--- config.mk ---
export PLATFORM = sky130hd
export DESIGN_NAME = adc_spi_reader_flat
export DESIGN_NICKNAME = d
export VERILOG_FILES = /design/src/rtl/adc_spi_reader_if.sv /design/src/rtl/adc_spi_reader.sv /design/src/flat_wrapper.sv
export SDC_FILE = /design/constraint.sdc
export NUM_CORES = 1
export LEC_CHECK = 0
export CORE_MARGIN = 5
export CORE_UTILIZATION = 25
export DETAILED_ROUTE_END_ITERATION = 12
export PLACE_DENSITY = 0.51
export SYNTH_ARGS = -nofsm -noshare
export SYNTH_HDL_FRONTEND = slang
export SYNTH_SLANG_ARGS = --single-unit
--- constraint.sdc ---
create_clock -name clk -period 3.4 [get_ports clk]
set_input_delay 0.34 -clock clk [delete_from_list [all_inputs] [get_ports clk]]
set_output_delay 0.34 -clock clk [all_outputs]
set_load 0.02 [all_outputs]
--- src/rtl/adc_spi_reader_if.sv ---
// Sample bus between the ADC reader and its consumers, plus the ADC serial pins.
//   adc_cs_n   : ADC chip select, active low (reader -> ADC)
//   adc_sclk   : ADC serial clock, idles high (reader -> ADC)
//   adc_miso   : ADC serial data (ADC -> reader)
//   sample     : last converted 12-bit value (reader -> filter chain)
//   data_valid : one-cycle strobe, new sample available (reader -> filter chain)
//   frame_err  : leading-zero bits of the last frame were not all zero
// master = the reader, slave = ADC + downstream consumer side.
interface adc_spi_reader_if;
    localparam int unsigned SAMPLE_W = 12;

    logic                adc_cs_n;
    logic                adc_sclk;
    logic                adc_miso;
    logic [SAMPLE_W-1:0] sample;
    logic                data_valid;
    logic                frame_err;

    modport master (
        output adc_cs_n, adc_sclk, sample, data_valid, frame_err,
        input  adc_miso
    );

    modport slave (
        input  adc_cs_n, adc_sclk, sample, data_valid, frame_err,
        output adc_miso
    );
endinterface

--- src/rtl/adc_spi_reader.sv ---
// Paced acquisition front end for a 12-bit serial ADC (16-SCLK frame, 4 leading
// zeros then 12 data bits MSB first). Starts a conversion every SAMPLE_PERIOD
// clk cycles while enable is high and publishes each result with a one-cycle
// data_valid strobe one cycle after sample settles.
//   clk    : system clock, rising edge
//   rst_n  : asynchronous active-low reset; aborts any frame in flight
//   enable : run conversions; dropping it lets the current frame finish
//   bus    : master side of adc_spi_reader_if (SPI pins + sample bus)
module adc_spi_reader #(
    parameter int unsigned CLK_DIV       = 4,
    parameter int unsigned SAMPLE_PERIOD = 1000
) (
    input  logic clk,
    input  logic rst_n,
    input  logic enable,
    adc_spi_reader_if.master bus
);
    localparam int unsigned HCNT_W   = (CLK_DIV > 1) ? $clog2(CLK_DIV) : 1;
    localparam int unsigned PCNT_W   = (SAMPLE_PERIOD > 1) ? $clog2(SAMPLE_PERIOD) : 1;
    localparam int unsigned BCNT_W   = 4;
    localparam int unsigned FRAME_W  = 16;
    localparam int unsigned SAMPLE_W = 12;

    typedef enum logic [2:0] {
        IDLE, CS_SETUP, SHIFT, CS_HOLD, PUB, STROBE
    } state_e;

    state_e              state_q, state_d;
    logic [PCNT_W-1:0]   pcnt_q;
    logic [HCNT_W-1:0]   hcnt_q, hcnt_d;
    logic [BCNT_W-1:0]   bcnt_q, bcnt_d;
    logic [FRAME_W-1:0]  shift_q, shift_d;
    logic                cs_n_q, cs_n_d;
    logic                sclk_q, sclk_d;
    logic [SAMPLE_W-1:0] sample_q, sample_d;
    logic                ferr_q, ferr_d;
    logic                dv_q, dv_d;
    logic                tick_c;
    logic                half_done_c;

    assign tick_c      = enable && (pcnt_q == '0);
    assign half_done_c = (hcnt_q == HCNT_W'(CLK_DIV - 1));

    // Conversion pacing: free-runs only while enabled, so re-enabling starts at once.
    always_ff @(posedge clk or negedge rst_n) begin
        if (!rst_n) begin
            pcnt_q <= '0;
        end else if (!enable || (pcnt_q == PCNT_W'(SAMPLE_PERIOD - 1))) begin
            pcnt_q <= '0;
        end else begin
            pcnt_q <= pcnt_q + PCNT_W'(1);
        end
    end

    // State register.
    always_ff @(posedge clk or negedge rst_n) begin
        if (!rst_n) begin
            state_q <= IDLE;
        end else begin
            state_q <= state_d;
        end
    end

    // Next-state logic. The 16th SCLK rise is the low->high turn with bcnt at 15.
    always_comb begin
        state_d = state_q;
        unique case (state_q)
            IDLE:     if (tick_c) state_d = CS_SETUP;
            CS_SETUP: if (half_done_c) state_d = SHIFT;
            SHIFT:    if (half_done_c && !sclk_q && (bcnt_q == BCNT_W'(FRAME_W - 1))) state_d = CS_HOLD;
            CS_HOLD:  if (half_done_c) state_d = PUB;
            PUB:      state_d = STROBE;
            STROBE:   state_d = IDLE;
            default:  state_d = IDLE;
        endcase
    end

    // Next values of the registered outputs and datapath.
    always_comb begin
        cs_n_d   = cs_n_q;
        sclk_d   = sclk_q;
        hcnt_d   = hcnt_q;
        bcnt_d   = bcnt_q;
        shift_d  = shift_q;
        sample_d = sample_q;
        ferr_d   = ferr_q;
        dv_d     = 1'b0;
        unique case (state_q)
            IDLE: begin
                if (tick_c) begin
                    cs_n_d = 1'b0;
                    sclk_d = 1'b1;
                    hcnt_d = '0;
                    bcnt_d = '0;
                end
            end
            CS_SETUP: begin
                if (half_done_c) begin
                    hcnt_d = '0;
                    sclk_d = 1'b0;
                end else begin
                    hcnt_d = hcnt_q + HCNT_W'(1);
                end
            end
            SHIFT: begin
                if (half_done_c) begin
                    hcnt_d = '0;
                    sclk_d = ~sclk_q;
                    // Capture on the edge that raises SCLK; the ADC updates on the fall.
                    if (!sclk_q) begin
                        shift_d = {shift_q[FRAME_W-2:0], bus.adc_miso};
                        bcnt_d  = bcnt_q + BCNT_W'(1);
                    end
                end else begin
                    hcnt_d = hcnt_q + HCNT_W'(1);
                end
            end
            CS_HOLD: begin
                if (half_done_c) begin
                    hcnt_d = '0;
                    cs_n_d = 1'b1;
                end else begin
                    hcnt_d = hcnt_q + HCNT_W'(1);
                end
            end
            PUB: begin
                sample_d = shift_q[SAMPLE_W-1:0];
                ferr_d   = |shift_q[FRAME_W-1:SAMPLE_W];
            end
            STROBE: begin
                dv_d = 1'b1;
            end
            default: begin
                cs_n_d = 1'b1;
                sclk_d = 1'b1;
            end
        endcase
    end

    // Output and datapath registers.
    always_ff @(posedge clk or negedge rst_n) begin
        if (!rst_n) begin
            cs_n_q   <= 1'b1;
            sclk_q   <= 1'b1;
            hcnt_q   <= '0;
            bcnt_q   <= '0;
            shift_q  <= '0;
            sample_q <= '0;
            ferr_q   <= 1'b0;
            dv_q     <= 1'b0;
        end else begin
            cs_n_q   <= cs_n_d;
            sclk_q   <= sclk_d;
            hcnt_q   <= hcnt_d;
            bcnt_q   <= bcnt_d;
            shift_q  <= shift_d;
            sample_q <= sample_d;
            ferr_q   <= ferr_d;
            dv_q     <= dv_d;
        end
    end

    assign bus.adc_cs_n   = cs_n_q;
    assign bus.adc_sclk   = sclk_q;
    assign bus.sample     = sample_q;
    assign bus.frame_err  = ferr_q;
    assign bus.data_valid = dv_q;

endmodule

--- src/flat_wrapper.sv ---
// flat-port wrapper written by rule: the top's interface ports become plain ports
module adc_spi_reader_flat 
#(
    parameter int unsigned CLK_DIV       = 4,
    parameter int unsigned SAMPLE_PERIOD = 1000
)
  (clk, rst_n, enable, bus_adc_cs_n, bus_adc_sclk, bus_sample, bus_data_valid, bus_frame_err, bus_adc_miso);
  adc_spi_reader_if bus_i ();
  input  logic clk;
  input  logic rst_n;
  input  logic enable;
  output wire logic [$bits(bus_i.adc_cs_n)-1:0] bus_adc_cs_n;
  output wire logic [$bits(bus_i.adc_sclk)-1:0] bus_adc_sclk;
  output wire logic [$bits(bus_i.sample)-1:0] bus_sample;
  output wire logic [$bits(bus_i.data_valid)-1:0] bus_data_valid;
  output wire logic [$bits(bus_i.frame_err)-1:0] bus_frame_err;
  input wire logic [$bits(bus_i.adc_miso)-1:0] bus_adc_miso;
  assign bus_adc_cs_n = bus_i.adc_cs_n;
  assign bus_adc_sclk = bus_i.adc_sclk;
  assign bus_sample = bus_i.sample;
  assign bus_data_valid = bus_i.data_valid;
  assign bus_frame_err = bus_i.frame_err;
  assign bus_i.adc_miso = bus_adc_miso;
  adc_spi_reader #(.CLK_DIV(CLK_DIV), .SAMPLE_PERIOD(SAMPLE_PERIOD)) u_core (.clk(clk), .rst_n(rst_n), .enable(enable), .bus(bus_i));
endmodule
# Yosys cells after proc, flatten, opt, wreduce, memory -nomap -nowiden
# Index checks and enable logic that the tools add are counted.
# word_totals
reg_bits	51
out_inout_bits	16
word_cells	71
# op_classes
add_sub_neg	3
n_eq_ne	14
muxes	21
bitwise_logic	3
reduce_logical	20
# op_table
cell	n
3-bit one-hot mux with 5 select lines	1
3-bit 2-to-1 mux	4
4-bit 2-to-1 mux	3
4-bit AND reduction	3
10-bit by 1-bit adder with 10-bit output (second input constant)	1
10-bit equality test (second input constant)	1
10-bit zero test	1
10-bit 2-to-1 mux	1
2-bit by 1-bit != test with 1-bit output (second input constant)	5
4-bit one-hot mux with 2 select lines	1
4-bit OR reduction	2
3-bit by 2-bit equality test with 1-bit output (second input constant)	2
3-bit equality test (second input constant)	2
1-bit 2-to-1 mux	6
3-bit AND reduction	2
3-bit OR reduction	2
4-bit by 1-bit adder with 4-bit output (second input constant)	1
4-bit equality test (second input constant)	1
2-bit 2-to-1 mux	2
1-bit one-hot mux with 4 select lines	1
2-bit one-hot mux with 2 select lines	1
2-bit nonzero test	2
3-bit by 1-bit equality test with 1-bit output (second input constant)	1
1-bit logical AND	3
9 further kinds	12

# Logic depth before layout (Yosys ltp)
# Gate-level depths: netlist of run 1.
# logic_depth
word_depth	5
ltp_mapped	5

# Least setup slack after synthesis of run 1
# Ideal clock, no wire load.
# synth_timing
path_type	flip-flop to flip-flop
startpoint	register u_core.hcnt_q[0]
endpoint	register u_core.shift_q[10]
setup_ns	0.125
t_arrival_ns	1.601
setup_slack_ns	1.674
path_stages_with_launch	6
path_cell_list	dfrtp_1 > ha_1 > nor4b_4 > nand2_4 > buf_6 > mux2_4
# synth_via
elab_chain_len	2
# synth_rtl
element	line	source
start, declared	adc_spi_reader.sv:30	logic [HCNT_W-1:0] hcnt_q, hcnt_d;
start signal, assigned	adc_spi_reader.sv:154	hcnt_q <= hcnt_d;
2-bit equality test	adc_spi_reader.sv:42	assign half_done_c = (hcnt_q == HCNT_W'(CLK_DIV - 1));
3-bit AND reduction (no source line)	n/a	
end signal, assigned	adc_spi_reader.sv:156	shift_q <= shift_d;
end, declared	adc_spi_reader.sv:32	logic [FRAME_W-1:0] shift_q, shift_d;
# No other way between the ends.
# A chain may end at the register's enable or synchronous reset.

# Worst setup path after layout of run 1
# layout_timing
startpoint	register u_core.hcnt_q[0]
endpoint	register u_core.shift_q[9]
# Same word-level chain as after synthesis.

==> impl_metrics.yaml, run 1 <==
power:
  p_total_mw: 1.581
  peakVddDrop_v: 0.0001785
  power_density_mw_per_mm2: 576.6
  intPower_mw: 1.052
  p_sw_share_pct: 33.50
  comb_power_share_pct: 25.3
  power.switching_mw: 0.5298
  total_leakage_power_nw: 1.247
  seqPwrFrac_pct: 51.6
  power_frac_clock_pct: 23.0
clocking:
  insertion_delay_ns: 0.31
  ctsHoldBuffers: 0
  cts_buffers: 5
  cts-root-buf: "clkbuf_8"
  cts.sinks: 51
  cts_tree: "done"
  clockBufferDepth: 2
  post_cts_resized: 0
  cts_setup_buffers: 0
  cts_max_level: 2
  clkTransAtPathRegs_ns: 0.11
grt:
  grt_pass1_vias: 1515
  grt_pass1_wl_um: 7555
  antenna_found_initial: 0
  grt_util_all_layers_pct: 8.168
  globalRouteOverflowTotal: 0
  grt_max_degree: 36
layout:
  fillers: 927
  final_util_pct: 29.82
  final-instance-count-excl-fill: 322
  drive_gt1_share_pct: 24.64
  area_growth_pct: 16.60
  antenna_cells: 0
  nNetsFinal: 218
flow_run:
  cap_viol_max_count: 0
timing:
  setup_violations: 0
  fin_skew_ns: 0.01061
  max_slew.worst_pin.slew_ns: 0.8453
  final_hold_viol_count: 0
  timing.final.crit_share_pct: 57.51
  hold_slack_ns: 0.1002
  max_clock_freq_mhz: 511.5
  rsz0062_at_grt: "no"
  maxSlewViolCount: 0
  finalCriticalPeriod_ns: 1.955
  slew_headroom_pct: 43.03
  fin_tns_setup_ns: 0
yosys:
  ys_async_sr_fraction_pct: 100.0
  syn_area_mm2: 0.002352
  synth-edff-count: 0
  synth-seq-cells: 51
  syn-num-nets: 196
  synth_cell_types: 46
  syn_inst: 188
  ys_seq_area_share_pct: 54.36
  synthFlopType: "dfrtp_1"
  ys_warn_count: 0
  syn_area_per_cell_um2: 12.51
detailed_routing:
  post_drt_via_cell_ratio: 4.599
  route.detailed.drc: 0
  firstDrtPassIters: 4
  routedWlPerCell_um: 13.44
  ant_nets: 0
  vias: 1481
  drtIter0Drc: 34
  drt_wl_total_um: 4327
worst_setup_path:
  cp_slowest_stage_delay_ns: 0.53
  critPathCaptureType: "flop"
  critPathArrivalTime_ns: 2.15
  cp_data_required_time_ns: 3.60
  cp_num_buf_inv: 0
  crit_type: "flop to flop"
  slowest_stage: "nor4b_4"
  cpLargestDelayFamily: "simple AND/OR/NAND/NOR gates"
  cp_cell_sequence: "ha_1 -> nor4b_4 -> nand2_4 -> mux2_4"
  critPathLaunchType: "flop"
  worstPathMaxFanout: 16
status:
  outcome: "completed"
place:
  finalWeightedCongestion: 0.7408
  portBuffers: 19
  place_hpwl_um: 2921
  place_inst: 314
floorplanning:
  die_h_um: 107
  die-area_mm2: 0.01145
  num_rows: 35
  fp.dieW_um: 107
  core-area_mm2: 0.009196
  start_util_pct: 25.58
  io_pins: 20
min_path:
  hold_path_class: "primary input to async pin"
==> power groups by stage <==
stage                     Combinational, mW  Clock (mW)  Sequential, mW
final                                 0.400       0.364           0.817
after detailed placement              0.405           0           0.830
after global placement                0.402           0           0.828
after CTS                             0.408       0.385           0.817
after global routing                  0.452       0.408           0.836
after floorplan                       0.300           0           0.809
==> layout make-up <==
type	count	area, um2	area share [%]
clock buffers	5	68.82	2.509
flip-flops and latches	51	1279	46.62
well taps	111	138.9	5.064
multi-input cells	122	999.7	36.45
clock inverters	3	22.52	0.8212
repair buffers	21	200.2	7.299
inverters	9	33.78	1.232
==> worst paths after layout <==
check / slack [ns] / startpoint / depth (start not counted) / endpoint
hold / removal: 0.10 / rst_n / 1 / u_core.bus.sample[4]$_DFFE_PN0P_
min in group clk: 0.50 / u_core.pcnt_q[0]$_DFF_PN0_ / 1 / u_core.pcnt_q[0]$_DFF_PN0_
hold reg to reg: 0.50 / u_core.pcnt_q[0]$_DFF_PN0_ / 1 / u_core.pcnt_q[0]$_DFF_PN0_
setup reg to reg: 1.44 / u_core.hcnt_q[0]$_DFFE_PN0P_ / 4 / u_core.shift_q[9]$_DFFE_PN0P_
max in group asynchronous: 2.55 / rst_n / 2 / u_core.pcnt_q[4]$_DFF_PN0_
setup / recovery: 1.44 / u_core.hcnt_q[0]$_DFFE_PN0P_ / 4 / u_core.shift_q[9]$_DFFE_PN0P_
==> state kept, by name (all words and copies together) (netlist names) <==
| register | cells |
|---|---|
| u_core.bcnt_q | 4 |
| u_core.bus.adc_cs_n | 1 |
| u_core.bus.adc_sclk | 1 |
| u_core.bus.data_valid | 1 |
| u_core.bus.frame_err | 1 |
| u_core.bus.sample | 12 |
| u_core.hcnt_q | 2 |
| u_core.pcnt_q | 10 |
| u_core.shift_q | 16 |
| u_core.state_q | 3 |
==> cell usage in the layout (no fill, tap or decap), types with 2 or more instances in the layout <==
cell,instances
nor2_1,7
mux2_4,10
mux2_2,18
or3_1,3
o31a_1,2
dfstp_2,2
ha_1,4
buf_4,2
o31ai_1,3
or2_2,4
dfrtp_1,49
o21ai_0,5
clkbuf_8,5
a21oi_1,8
inv_6,2
and3_1,4
clkdlybuf4s50_1,18
o22ai_1,2
nand4_1,3
inv_1,8
or4_1,3
xnor2_1,3
xor2_1,2
a21o_1,2
nand3_1,5
nand2_1,12
o211ai_1,2
and2_1,2
==> synth_stat cells (4+ instances only) <==
cell	n	area (um2)
dfrtp_1	49	1226
mux2_2	18	202.7
nand2_1	12	45.04
mux2_4	10	150.1
a21oi_1	8	40.04
inv_1	8	30.03
nor2_1	7	26.28
nand3_1	5	25.02
o21ai_0	5	25.02
and3_1	4	25.02
ha_1	4	50.05
or2_2	4	25.02
==> stage by stage <==
| step | area [um2] | setup slack, ns |
|---|---|---|
| 3_5_place_dp | 2651 | 1.408 |
| 2_1_floorplan | 2352 | 1.674 |
| 5_1_grt | 2743 | 1.303 |
| 4_1_cts | 2743 | 1.445 |
| 3_3_place_gp | 2651 | 1.392 |
| 6_report | 2743 | 1.445 |
==> worst reg2reg max path: cells and delay by family, from the launching register on <==
family,cells,cell delay [ns]
flops,1,0.40
mux,1,0.37
simple gates,2,0.82
fa+ha+maj,1,0.27
==> per-layer routing <==
| metal | track usage [%] | routed length [um] | vias to the layer above |
|---|---|---|---|
| li1 | - | - | 725 |
| met2 | 12.90 | 2061 | 15 |
| met3 | 1.746 | 83 | 2 |
| met1 | 10.99 | 2141 | 739 |
| met5 | 0 | 0 | - |
| met4 | 3.014 | 40 | 0 |
==> logic make-up (layout without fill, tap and decap cells) <==
family                   after synthesis  after routing  share of synthesized area [%]
AO/OA/AOI/OAI                         32             32                          9.521
XOR/XNOR                               5              5                          1.862
adder cells (fa/ha/maj)                4              4                          2.128
buffers and inverters                 15             38                          3.138
flip-flops                            51             51                          54.36
multiplexers                          28             28                          15.00
AND/OR/NAND/NOR                       53             53                          13.99
Power figures use the tool's default switching activity.
==> run 2, diff against run 1 <==
- PLACE_DENSITY: 0.51 -> 0.52
- clock period: 3.4 -> 1.77 ns (I/O delays scaled with it)
==> impl_metrics.yaml, run 2 (synthesis gave the netlist of run 1 again) <==
timing:
  finalCriticalPeriod_ns: 1.687
  slew_headroom_pct: 74.93
  max_clock_freq_mhz: 592.8
  max_slew.worst_pin.slew_ns: 0.3760
  fin_tns_setup_ns: 0
  fin_skew_ns: 0.01152
  hold_slack_ns: 0.3005
  timing.final.crit_share_pct: 95.31
  setup_ws_ns: 0.08298
  setup_violations: 0
  rsz0062_at_grt: "no"
  final_hold_viol_count: 0
  maxSlewViolCount: 0
clocking:
  cts.sinks: 51
  cts_buffers: 5
  cts-root-buf: "clkbuf_8"
  cts_tree: "done"
  clkTransAtPathRegs_ns: 0.10
  insertion_delay_ns: 0.31
  cts_max_level: 2
  clockBufferDepth: 2
  cts_setup_buffers: 0
detailed_routing:
  drt-met1-wl_um: 1970
  drtIter0Drc: 56
  drt_wl_total_um: 4182
  met2_length_um: 2012
  routedWlPerCell_um: 12.52
  route.detailed.drc: 0
  vias: 1543
  firstDrtPassIters: 4
  wl_met3_um: 112
  post_drt_via_cell_ratio: 4.620
  highest_layer: "met4"
  ant_nets: 0
power:
  p_total_mw: 3.109
  peakVddDrop_v: 0.0003471
  p_sw_share_pct: 33.07
  total_leakage_power_nw: 1.325
  power_density_mw_per_mm2: 1081
  power_frac_clock_pct: 22.6
  seqPwrFrac_pct: 49.5
  intPower_mw: 2.081
  comb_power_share_pct: 27.9
  power.switching_mw: 1.028
layout:
  nNetsFinal: 230
  final_cell_mix: "49 x dfrtp_1, 18 x mux2_2, 17 x clkdlybuf4s50_1, 12 x nand2_1, 11 x buf_4"
  antenna_cells: 0
  final_cell_area_mm2: 0.002875
  drive_gt1_share_pct: 28.70
  area_growth_pct: 22.23
  final_common_cell: "dfrtp_1"
  largest_register_ffs: 16
  regMostFlops: "u_core.shift_q"
grt:
  grt_max_degree: 25
  grt_pass1_wl_um: 7224
  globalRouteOverflowTotal: 0
  grt_util_all_layers_pct: 7.871
  grt_pass1_vias: 1569
  antenna_found_initial: 0
min_path:
  hold_path_class: "primary input to async pin"
place:
  place_hpwl_um: 2998
  portBuffers: 19
  post-place-ws_ns: 0.1090
  finalWeightedCongestion: 0.7117
  dpl_cell_area_mm2: 0.002759
floorplanning:
  die-area_mm2: 0.01145
  start_util_pct: 25.58
  die_h_um: 107
  num_rows: 35
  core-area_mm2: 0.009196
  fp.dieW_um: 107
  io_pins: 20
worst_setup_path:
  worstPathMaxFanout: 6
  critPathCaptureType: "flop"
  cp_data_required_time_ns: 2.00
  critPathArrivalTime_ns: 1.91
  crit_type: "flop to flop"
  critPathLaunchType: "flop"
  reg2reg_from: "u_core.pcnt_q[6]$_DFF_PN0_"
  crit_path_start: "u_core.pcnt_q[6]$_DFF_PN0_"
status:
  outcome: "completed"
flow_run:
  cap_viol_max_count: 0
-- run 2: power groups by stage --
stage	clock, mW	combinational, mW	sequential, mW
CTS	0.744	0.877	1.54
finish	0.704	0.867	1.54
detailed placement	0	0.878	1.56
global route	0.778	0.969	1.56
global placement	0	0.866	1.56
floorplan	0	0.576	1.55
-- run 2: final timing paths --
path	slack [ns]	to	depth (start not counted)
max in group asynchronous	0.87	u_core.bus.adc_cs_n$_DFFE_PN1P_	3
hold / removal	0.30	u_core.bus.sample[5]$_DFFE_PN0P_	2
setup / recovery	0.08	u_core.bus.adc_sclk$_DFFE_PN1P_	3
min in group clk	0.48	u_core.shift_q[0]$_DFFE_PN0P_	2
hold reg to reg	0.50	u_core.pcnt_q[0]$_DFF_PN0_	1
setup reg to reg	0.08	u_core.bus.adc_sclk$_DFFE_PN1P_	3
-- run 2: area by class of cell --
cell class                      instances  area, um2
Sequential cell                        51       1279
Clock buffer                            5      68.82
Timing Repair Buffer                   33      320.3
Inverter                                9      33.78
Clock inverter                          3      27.53
Fill cell                             947       6321
Tap cell                              111      138.9
Multi-Input combinational cell        122       1007
-- run 2: metal layers --
layer  global-route usage (%)  up-vias
li1                         -      744
met1                    9.730      775
met2                    12.77       19
met3                    1.987        5
met4                    3.836        0
met5                        0        -
-- run 2: worst max-delay path: stages, from the launching register on --
cell and delay [ns]:
dfrtp_1 0.44, or4_4 0.57, or4_1 0.42, a32oi_1 0.19
-- run 2: repair_timing --
item	in CTS	in global routing
hold endpoints to repair	14	0
hold buffers	1	0
gates resized for setup	0	2
endpoints found under the setup margin	0	2
-- run 2: metrics by stage --
| step | util, % | cells |
|---|---|---|
| floorplan | - | 188 |
| global placement | 30.00 | 325 |
| detailed placement | 30.00 | 325 |
| CTS | 31.16 | 334 |
| global route | 31.27 | 334 |
| finish | 31.27 | 334 |
==> run 3, diff against run 2 <==
- CAP_MARGIN: not set -> 0
==> results of run 3 <==
Same layout as run 2: the final DEF is identical, and so are final timing and power.
==> edit 1 (settings of run 3) <==
`CLK_DIV` is set to 4 in 2 places; all go to 2.
--- a/src/rtl/adc_spi_reader.sv
+++ b/src/rtl/adc_spi_reader.sv
@@ -7,7 +7,7 @@
 //   enable : run conversions; dropping it lets the current frame finish
 //   bus    : master side of adc_spi_reader_if (SPI pins + sample bus)
 module adc_spi_reader #(
-    parameter int unsigned CLK_DIV       = 4,
+    parameter int unsigned CLK_DIV       = 2,
     parameter int unsigned SAMPLE_PERIOD = 1000
 ) (
     input  logic clk,
--- a/src/flat_wrapper.sv
+++ b/src/flat_wrapper.sv
@@ -1,7 +1,7 @@
 // flat-port wrapper written by rule: the top's interface ports become plain ports
 module adc_spi_reader_flat 
 #(
-    parameter int unsigned CLK_DIV       = 4,
+    parameter int unsigned CLK_DIV       = 2,
     parameter int unsigned SAMPLE_PERIOD = 1000
 )
   (clk, rst_n, enable, bus_adc_cs_n, bus_adc_sclk, bus_sample, bus_data_valid, bus_frame_err, bus_adc_miso);
Function: changed (Yosys sat finds a counterexample within 4 cycles, from zero or initial values and one cycle with rst_n low).
==> edit 1 against run 3 <==
Routed wire length increased by 3.7%; sequential share of layout area about the same; final area decreased by 2.0%; power increased by 16%; count of clock-buffer cells in the layout unchanged; sequential power increased by 4%; critical path depth unchanged; synthesized area decreased by 1.3%; setup slack improved by 0.047 ns; critical endpoint is now u_core.bcnt_q[3]; largest power group unchanged; clock skew decreased by 0.0019 ns; hold slack improved by 0.042 ns; die area decreased by 1.2%; critical path type unchanged; sequential cell count decreased by 1.
==> edit 1: results (changes against run 3) <==
outcome: "completed"
htree_num_levels: 2  # unchanged
syn_nets: 191  # -2.6%
met1_usage: 0.105  # +0.00727
cts_buffers: 5  # unchanged
dr_wl_met2_mm: 2.05  # +1.9%
fin_crit_ns: 1.64  # -0.0472 ns
ys_seq_area_frac: 0.540  # -0.00346
grtUsageMet3: 0.0261  # +0.00624
synthMuxAreaShare: 0.150  # +0.000404
path_clk_slew_ns: 0.10  # about the same
worst_pin_slew_ns: 0.530  # +0.154 ns
synthArstFlopShare: 1.00  # unchanged
wl_met3_um: 170  # +52%
first_global_vias: 1495  # -4.7%
yosys_warnings: 0  # unchanged
nets: 220  # -4.3%
p_sw_frac: 0.329  # -0.00212
clockBufferDepth: 2  # unchanged
largest-register: "u_core.shift_q"
drive_above_1_share: 0.173  # -0.114
r2r_end: "u_core.bcnt_q[3]"
grt_util_met2: 0.130  # +0.00262
slowest_stage: "or4_4"
combPwrFrac: 0.320  # +0.041
hp-class: "in2async"
ys_top_cells_by_count: "48 x dfrtp_1, 19 x mux2_1, 9 x mux2_4, 9 x nor2_1"
dp_hpwl_mm: 3.09  # +2.9%
via_per_inst: 4.54  # -1.8%
grt_first_pass_wirelength_mm: 7.39  # +2.3%
synthAdderAreaFrac: 0.0162  # -0.00510
synth_area_leaders: "dfrtp_1 52%, mux2_1 9.2%, mux2_4 5.8%"
gp_congestion: 0.739  # +3.8%
ir_drop_v: 0.000400  # +15%
crit_arrival_ns: 1.82  # -0.09 ns
grt_max_degree: 21  # -16%
rrSetupSlack_ns: 0.13  # +0.05 ns
powerDensity_nw_per_um2: 1280  # +18%
yosysUniqueCellTypes: 48  # +4.3%
clock_skew_ns: 0.00964  # -0.00188 ns
antenna_found_initial: 0  # unchanged
regToRegStartpoint: "u_core.pcnt_q[5]"
drt-wirelength-per-cell_um: 13.3  # +6.5%
cpPeakStageDelay_ns: 0.60  # +0.03 ns
drt_iter0_markers: 58  # +3.6%
synth-compound-area-share: 0.100  # +0.00506
p_leak_nw: 1.29  # -2.5%
synth_xor_area_frac: 0.0151  # -0.00352
wl_met1_mm: 2.07  # +4.9%
grt.total_usage: 0.0810  # +0.00229
path_max_fanout: 7  # +1
clock_net_power_mw: 0.843  # +20%
routed.top_layer: "met4"
port_buffers: 19  # unchanged
first_pass_iters: 4  # unchanged
-- edit 1: layout make-up --
type | instances | area (um^2)
repair buffers | 30 | 294
fillers | 922 | 6330
flip-flops and latches | 50 | 1250
clock inverters | 3 | 48.8
well taps | 111 | 139
multi-input cells | 119 | 987
inverters | 7 | 26.3
clock buffers | 5 | 68.8
-- edit 1: through the flow --
step | instances | hold WS [ns] | cell area (um^2)
2_1_floorplan | 184 | -0.119 | 2320
3_3_place_gp | 316 | 0.139 | 2690
3_5_place_dp | 316 | 0.142 | 2690
4_1_cts | 325 | 0.361 | 2820
5_1_grt | 325 | 0.377 | 2820
6_report | 325 | 0.342 | 2820
-- edit 1: worst max path at each step --
stage,start,to,cells after the start
finish,u_core.pcnt_q[5],u_core.bcnt_q[3],3
global route,u_core.pcnt_q[5],u_core.bcnt_q[3],3
CTS,u_core.pcnt_q[5],u_core.bcnt_q[3],3
detailed placement,u_core.pcnt_q[5],u_core.bcnt_q[3],3
global placement,u_core.pcnt_q[5],u_core.bcnt_q[3],3
floorplan,u_core.state_q[0],u_core.bus.sample[10],4
-- edit 1: kinds of logic after synthesis --
kind of cell    Yosys count
xor+xnor                  4
mux                      28
flops                    50
simple gates             52
compound gates           32
fa+ha+maj                 3
buf+inv                  15
-- edit 1: what timing repair did --
action	4_1_cts	5_1_grt
hold buffers	1	0
gates resized for setup	1	0
buffers inserted	0	0
endpoints found under the hold margin	15	0
setup endpoints to repair	1	0
-- edit 1: worst reg2reg max path, stage by stage, from the launching register on --
cell and delay [ns]:
dfrtp_1 0.45, or4_4 0.60, nor4b_4 0.32, o211ai_1 0.14
==> edit 2 (config.mk and constraints of run 3) <==
Without the edit above. Take the reset off `shift_q` and `sample_q` and load them in a clocked block of their own.
--- a/src/rtl/adc_spi_reader.sv
+++ b/src/rtl/adc_spi_reader.sv
@@ -144,8 +144,6 @@
             sclk_q   <= 1'b1;
             hcnt_q   <= '0;
             bcnt_q   <= '0;
-            shift_q  <= '0;
-            sample_q <= '0;
             ferr_q   <= 1'b0;
             dv_q     <= 1'b0;
         end else begin
@@ -153,11 +151,14 @@
             sclk_q   <= sclk_d;
             hcnt_q   <= hcnt_d;
             bcnt_q   <= bcnt_d;
-            shift_q  <= shift_d;
-            sample_q <= sample_d;
             ferr_q   <= ferr_d;
             dv_q     <= dv_d;
         end
+    end
+
+    always_ff @(posedge clk) begin
+        shift_q  <= shift_d;
+        sample_q <= sample_d;
     end
 
     assign bus.adc_cs_n   = cs_n_q;
Check against the original RTL: no difference found for any inputs over 10 cycles, from zero or initial values and one cycle with rst_n low; that may be too few to reach the edited logic, so the function may still have changed.
==> edit 2 against run 3 <==
Routed wire length fell by 16%; die area is 12% lower; setup slack better by 0.023 ns; hold slack worse by 0.070 ns; synthesized area fell by 13%; sequential cell count stayed put; global-route usage fell by 0.69 points; final area down 12%; largest cell class unchanged.
Power is not compared: it rests on default switching activity, and its combinational part moved more than twofold at a synthesized area within 25%.
==> edit 2: results (changes against run 3) <==
syn_nets: 157  # -20%
cpPeakStageDelay_ns: 0.43  # -0.14 ns
dp_hpwl_mm: 2.44  # -19%
dpl-instance-area_um2: 2440  # -12%
grt.total_usage: 0.0718  # -0.00691
clock_skew_ns: 0.00235  # -0.00917 ns
ys_seq_area_frac: 0.696  # +0.153
crit_arrival_ns: 1.85  # -0.06 ns
area_growth_pct: 24.2
post-place-ws_ns: 0.0284  # -0.0806 ns
hold_slack_ns: 0.231  # -0.0696 ns
synthMuxAreaShare: 0.00491  # -0.145
grtUsageMet3: 0.0215  # +0.00168
synth-compound-area-share: 0.0823  # -0.0130
via_per_inst: 4.30  # -7.0%
grt_util_met2: 0.108  # -0.0196
grt_max_degree: 24  # -4.0%
r2r_cells: 6  # +3
path_max_fanout: 4  # -2
dp.cells: 280  # -14%
met1_usage: 0.102  # +0.00499
drive_above_1_share: 0.142  # -0.145
dr_wl_met2_mm: 1.55  # -23%
synth-edff-count: 28  # +28
yosysUniqueCellTypes: 40  # -13%
r2r_end: "u_core.bcnt_q[2]"
outcome: "completed"
gp_congestion: 0.790  # +11%
yosys_most_used_dff: "edfxtp_1"
worst_pin_slew_ns: 0.341  # -0.0346 ns
==> edit 2: cell count changes after synthesis, sizes merged, moves of 3 or more <==
cell    change
nand2       -5
nor2        +6
dfrtp      -28
edfxtp     +28
a22o        +3
mux2       -28
or2         -4
xnor2       +4
a21oi       -7
buf         -4
or4         -4
and3        -3
nor3        +5
==> edit 2: where the power goes <==
part / internal [mW] / total, mW / switching, mW
clock: 0.291 / 0.690 / 0.398
combinational: 0.0229 / 0.0519 / 0.0290
sequential: 1.25 / 1.25 / 0.00603
total: 1.56 / 2.00 / 0.434
==> edit 2: what timing repair did <==
action | in CTS | in global routing
gates resized for setup | 1 | 0
hold buffers | 0 | 0
setup endpoints to repair | 1 | 0
==> edit 2: cell type report <==
class,count,area share
Multi-Input combinational cell,85,0.226
Sequential cell,51,0.561
Inverter,10,0.0148
Clock buffer,5,0.0272
Tap cell,105,0.0519
Timing Repair Buffer,29,0.109
Clock inverter,3,0.0104
